[src/rtl/shift_add_multiplier.sv]
`default_nettype none
// ============================================================================
// Module   : shift_add_multiplier (+ ripple_carry_adder datapath adder)
// Brief    : Sequential unsigned shift-and-add multiplier with valid/ready
//            handshakes on operands and product. The multiplier consumes one
//            bit per clock and reuses a single BIT_WIDTH-bit ripple adder.
// Revision : 1.0 - initial release
// ============================================================================

// ----------------------------------------------------------------------------
// Plain ripple-carry adder. Each carry depends on the previous stage, so this
// carry chain is the multiplier's critical path.
// ----------------------------------------------------------------------------
module ripple_carry_adder #(
    parameter int WIDTH = 8
) (
    input  logic [WIDTH-1:0] a,
    input  logic [WIDTH-1:0] b,
    input  logic             cin,
    output logic [WIDTH-1:0] sum,
    output logic             cout
);

    logic [WIDTH:0] w_carry;

    assign w_carry[0] = cin;

    // One full-adder cell per bit, chained through w_carry
    generate
        for (genvar i = 0; i < WIDTH; i++) begin : g_bit
            assign sum[i]       = a[i] ^ b[i] ^ w_carry[i];
            assign w_carry[i+1] = (a[i] & b[i]) | (w_carry[i] & (a[i] ^ b[i]));
        end
    endgenerate

    assign cout = w_carry[WIDTH];

endmodule

// ----------------------------------------------------------------------------
// Shift-and-add multiplier. The product register holds the partial sum in its
// upper half and the not-yet-consumed multiplier bits in its lower half; each
// RUN cycle conditionally adds the multiplicand into the upper half (based on
// the LSB) and shifts the whole register right by one.
// ----------------------------------------------------------------------------
module shift_add_multiplier #(
    parameter int BIT_WIDTH = 8
) (
    input  logic                   clk,
    input  logic                   rst,
    input  logic                   in_valid,
    output logic                   in_ready,
    input  logic [BIT_WIDTH-1:0]   a,
    input  logic [BIT_WIDTH-1:0]   b,
    output logic                   out_valid,
    input  logic                   out_ready,
    output logic [2*BIT_WIDTH-1:0] p
);

    localparam int c_cnt_w = $clog2(BIT_WIDTH + 1);
    localparam logic [c_cnt_w-1:0] c_last_iter = c_cnt_w'(BIT_WIDTH - 1);
    localparam logic [c_cnt_w-1:0] c_cnt_one   = c_cnt_w'(1);

    localparam logic [1:0] c_st_idle = 2'd0;
    localparam logic [1:0] c_st_run  = 2'd1;
    localparam logic [1:0] c_st_done = 2'd2;

    logic [1:0]             r_state;
    logic [BIT_WIDTH-1:0]   r_mcand;
    logic [2*BIT_WIDTH-1:0] r_prod;
    logic [c_cnt_w-1:0]     r_cnt;
    logic                   r_in_ready;
    logic                   r_out_valid;

    logic [BIT_WIDTH-1:0]   w_hi;
    logic [BIT_WIDTH-1:0]   w_sum;
    logic                   w_cout;
    logic [2*BIT_WIDTH-1:0] w_prod_next;

    assign w_hi = r_prod[2*BIT_WIDTH-1:BIT_WIDTH];

    ripple_carry_adder #(
        .WIDTH (BIT_WIDTH)
    ) u_adder (
        .a    (w_hi),
        .b    (r_mcand),
        .cin  (1'b0),
        .sum  (w_sum),
        .cout (w_cout)
    );

    // Pre-shift value is {cout, sum, lo} or {0, hi, lo}; the right shift drops
    // lo[0], so the carry-out lands in the product MSB and nothing overflows.
    assign w_prod_next = r_prod[0] ? {w_cout, w_sum, r_prod[BIT_WIDTH-1:1]}
                                   : {1'b0, r_prod[2*BIT_WIDTH-1:1]};

    // Control FSM and datapath registers; handshake outputs are registered so
    // neither ready nor valid depends combinationally on the opposite input.
    always_ff @(posedge clk or posedge rst) begin
        if (rst) begin
            r_state     <= c_st_idle;
            r_mcand     <= '0;
            r_prod      <= '0;
            r_cnt       <= '0;
            r_in_ready  <= 1'b1;
            r_out_valid <= 1'b0;
        end else begin
            case (r_state)
                c_st_idle: begin
                    if (in_valid) begin
                        r_mcand    <= a;
                        r_prod     <= {{BIT_WIDTH{1'b0}}, b};
                        r_cnt      <= '0;
                        r_state    <= c_st_run;
                        r_in_ready <= 1'b0;
                    end
                end
                c_st_run: begin
                    r_prod <= w_prod_next;
                    r_cnt  <= r_cnt + c_cnt_one;
                    if (r_cnt == c_last_iter) begin
                        r_state     <= c_st_done;
                        r_out_valid <= 1'b1;
                    end
                end
                c_st_done: begin
                    // Product is held (not cleared) until the consumer takes it
                    if (out_ready) begin
                        r_state     <= c_st_idle;
                        r_out_valid <= 1'b0;
                        r_in_ready  <= 1'b1;
                    end
                end
                default: begin
                    r_state     <= c_st_idle;
                    r_in_ready  <= 1'b1;
                    r_out_valid <= 1'b0;
                end
            endcase
        end
    end

    assign in_ready  = r_in_ready;
    assign out_valid = r_out_valid;
    assign p         = r_prod;

endmodule

`default_nettype wire

[config.mk]
export PLATFORM = sky130hd
export DESIGN_NAME = shift_add_multiplier
export DESIGN_NICKNAME = d
export VERILOG_FILES = /design/src/rtl/shift_add_multiplier.sv
export SDC_FILE = /design/constraint.sdc
export NUM_CORES = 1
export LEC_CHECK = 0
export BUFFER_PORTS_ARGS = -buffer_cell sky130_fd_sc_hd__buf_2
export CORE_ASPECT_RATIO = 0.75
export CORE_MARGIN = 5
export CORE_UTILIZATION = 53
export DETAILED_ROUTE_END_ITERATION = 6
export MAX_ROUTING_LAYER = met4
export PLACE_DENSITY_LB_ADDON = 0.12
export SLEW_MARGIN = 20
export SYNTH_ARGS = -nofsm -noshare
export SYNTH_HDL_FRONTEND = slang
export SYNTH_SLANG_ARGS = --single-unit
[constraint.sdc]
create_clock -name clk -period 4.1 [get_ports clk]
set_input_delay 0.615 -clock clk [delete_from_list [all_inputs] [get_ports clk]]
set_output_delay 0.615 -clock clk [all_outputs]
set_load 0.02 [all_outputs]
==> impl_metrics.tcl <==
set metrics [dict create \
    slowest_delay_ps 430 \
    port_buffers 37 \
    drive_gt1_share_pct 31.8 \
    fin_crit_sh_pct 89.0 \
    hold_path_class "primary input to async pin" \
    synth_simple_gate_area_share_pct 8.84 \
    antennaDiodeCount 0 \
    switching_share_pct 42.3 \
    p_clk_share_pct 13.4 \
    final_net_count 207 \
    cts_tree "done" \
    internal-power_uw 971 \
    switching_power_uw 712 \
    cp.depth 12 \
    wire_per_inst_microns 14.7 \
    reg2regPathDepth 12 \
    use_met3_pct 4.95 \
    dr.pass1.iters 4 \
    clk_path_buf_depth 2 \
    vias_per_cell 5.53 \
    syn-instance-count 142 \
    ys_types 29 \
    fmax_mhz 274 \
    finalHoldViolCount 0 \
    synth_mux_area_share_pct 11.8 \
    grt_max_degree 33 \
    setup_violations 0 \
    cts_root_buf "clkbuf_8" \
    synth_top_family_by_area "compound AO/OA/AOI/OAI gates" \
    antenna_found_initial 0 \
    dieWidth_microns 74.5 \
    cp_top_family "adder cells" \
    use_met2_pct 26.8 \
    busiest_layer "met2" \
    maxSlewViolCount 0 \
    cts_hold_buffers 0 \
    synth_ff_type "dfrtp_1" \
    pwr_density_cell_nw_per_um2 887 \
    pin_count 38 \
    cts_resized 0 \
    ant_nets 0 \
    place_inst 209 \
    synth_compound_area_share_pct 14.5 \
    slew_headroom_pct 41.8 \
    cp.arrival_ps 3770 \
    synth-seq-cells 32 \
    yosysSeqAreaShare_pct 48.5 \
    yosys.area.top_type "dfrtp_1" \
    h-tree-depth 2 \
    status "complete, no violations" \
    drc 0 \
    syn_to_final_growth_pct 14.6 \
    path_buf_inv 2 \
    core_area_sq_um 2980 \
    end_kind "flop" \
    grt_pass1_wl_mm 5.58 \
    vias 1199 \
    grt_pass1_vias 1239 \
    synthAdderAreaFrac_pct 9.98 \
    syn_nets 171 \
    mappedNetlistArea_sq_um 1660 \
    dp_hpwl_mm 2.36 \
    dpl_cell_area_sq_um 1820 \
    combPwrFrac_pct 48.2 \
    seq_power_share_pct 38.4 \
    grtUsageMet1_pct 21.9 \
    max_cap_violations 0 \
    ir_drop_mv 0.408 \
    cts_setup_buffers 0 \
    yosysTopAreaCellShare_pct 46.9 \
    gp_congestion 0.723 \
    fin_area_sq_um 1900 \
    numCtsBuffers 5 \
    crit_chain "ha_1, fa_1, fa_1, fa_1, fa_1, inv_1, fa_1, inv_1, fa_1, fa_1, mux2i_1, o22ai_1" \
    async_reset_ff_share_pct 100 \
    crit_type "flop to flop" \
    drt-total-wl_mm 3.20 \
    cpMostUsedCell "fa_1" \
    syn_avg_cell_area_sq_um 11.7 \
    fin_crit_ps 3650 \
    cp_max_fo 4 \
    rsz0062_at_grt "no" \
    ys_warn_count 0 \
    synthXorXnorAreaFrac_pct 0 \
    critical-path-slowest-cell "fa_1" \
    drtIter0Drc 64 \
    critical_path.startpoint_type "flop" \
    die_h_microns 58.4 \
    overflow 0 \
    rows 17 \
    required_ps 4220 \
    globalRouteTotalUtil_pct 17.6 \
    tns_ps 0 \
    clk_pin_slew_ps 70 \
    insertion_delay_ps 280 \
    p_leak_uw 0.000892 \
    synth_area_leaders "dfrtp_1 47%, fa_1 8.5%, o22ai_1 8.3%, mux2i_1 5.4%, mux2_2 5.4%" \
    dieArea_sq_um 4350 \
    fin_skew_ps 7.82 \
    start_util_pct 55.6 \
    layout.cells.non_filler 217 \
    synth_edf_count 0 \
    tightest_slew_ps 873 \
    cts.sinks 32 \
]
-- registers in the layout (all words and copies together), names as in the netlist --
register and cells:
out_valid 1, in_ready 1, r_mcand 8, r_cnt 4
r_state 2, p 16
-- kinds of logic after synthesis --
logic type               after synthesis
adder cells (fa/ha/maj)                9
AND/OR/NAND/NOR                       27
flip-flops                            32
AO/OA/AOI/OAI                         40
multiplexers                          18
buffers and inverters                 16
-- Yosys cell counts (5+ instances only) --
master,instances
a21oi_1,9
buf_4,5
dfrtp_1,31
fa_1,7
inv_1,6
mux2_2,8
mux2i_1,9
nand2_1,14
nor2_1,5
o21ai_0,6
o22ai_1,22
-- cell type report --
cell class,count,area (sq um)
Clock buffer,7,76.3
Clock inverter,1,5.00
Fill cell,249,1080
Inverter,7,26.3
Multi-Input combinational cell,94,747
Sequential cell,32,802
Tap cell,38,47.5
Timing Repair Buffer,38,193
-- worst paths after layout --
| kind | slack [ps] | start | end |
|---|---|---|---|
| max in group asynchronous | 3370 | rst | in_ready |
| min in group clk | 460 | r_cnt[3] | r_cnt[3] |
| max reg2reg | 450 | p[8] | p[14] |
| min reg2reg | 460 | r_cnt[3] | r_cnt[3] |
| min | 400 | rst | r_mcand[2] |
| max | 450 | p[8] | p[14] |
-- layer usage --
| metal | wire length (microns) | up-vias |
|---|---|---|
| li1 | - | 584 |
| met4 | 71 | 0 |
| met1 | 1470 | 575 |
| met3 | 193 | 9 |
| met2 | 1470 | 31 |
| met5 | 0 | - |
-- power groups by stage --
stage	logic [uW]	registers [uW]	clock network (uW)
final	810	647	226
after global routing	928	678	250
after CTS	828	648	236
after detailed placement	827	655	0
after global placement	776	645	0
after floorplan	566	709	0
-- worst reg2reg max path, cell delays in order, from the launching register on --
cell	delay, ps
dfrtp_1	400
ha_1	220
fa_1	370
fa_1	380
fa_1	380
fa_1	370
inv_1	70
fa_1	160
inv_1	50
fa_1	380
fa_1	430
mux2i_1	160
o22ai_1	100
-- cell usage in the layout (no fill, tap or decap), drive strengths merged, types with 2 or more instances in the layout --
cell,Yosys,layout
a21oi,9,9
clkbuf,0,7
inv,6,6
buf,9,38
dfrtp,31,31
fa,7,7
mux2,9,9
nor2,6,6
o21ai,7,7
nand2,14,14
clkinv,1,2
nand2b,2,2
o22ai,22,22
ha,2,2
mux2i,9,9
-- metrics by stage --
| step | util, % | setup slack (ps) | total power [uW] | hold slack [ps] |
|---|---|---|---|---|
| 2_1_floorplan | - | 537 | 1280 | 432 |
| 3_3_place_gp | 61.0 | 541 | 1420 | 449 |
| 3_5_place_dp | 61.0 | 437 | 1480 | 456 |
| 4_1_cts | 63.7 | 434 | 1710 | 407 |
| 5_1_grt | 63.7 | 304 | 1860 | 447 |
| 6_report | 63.7 | 452 | 1680 | 400 |
Power figures use the tool's default switching activity.
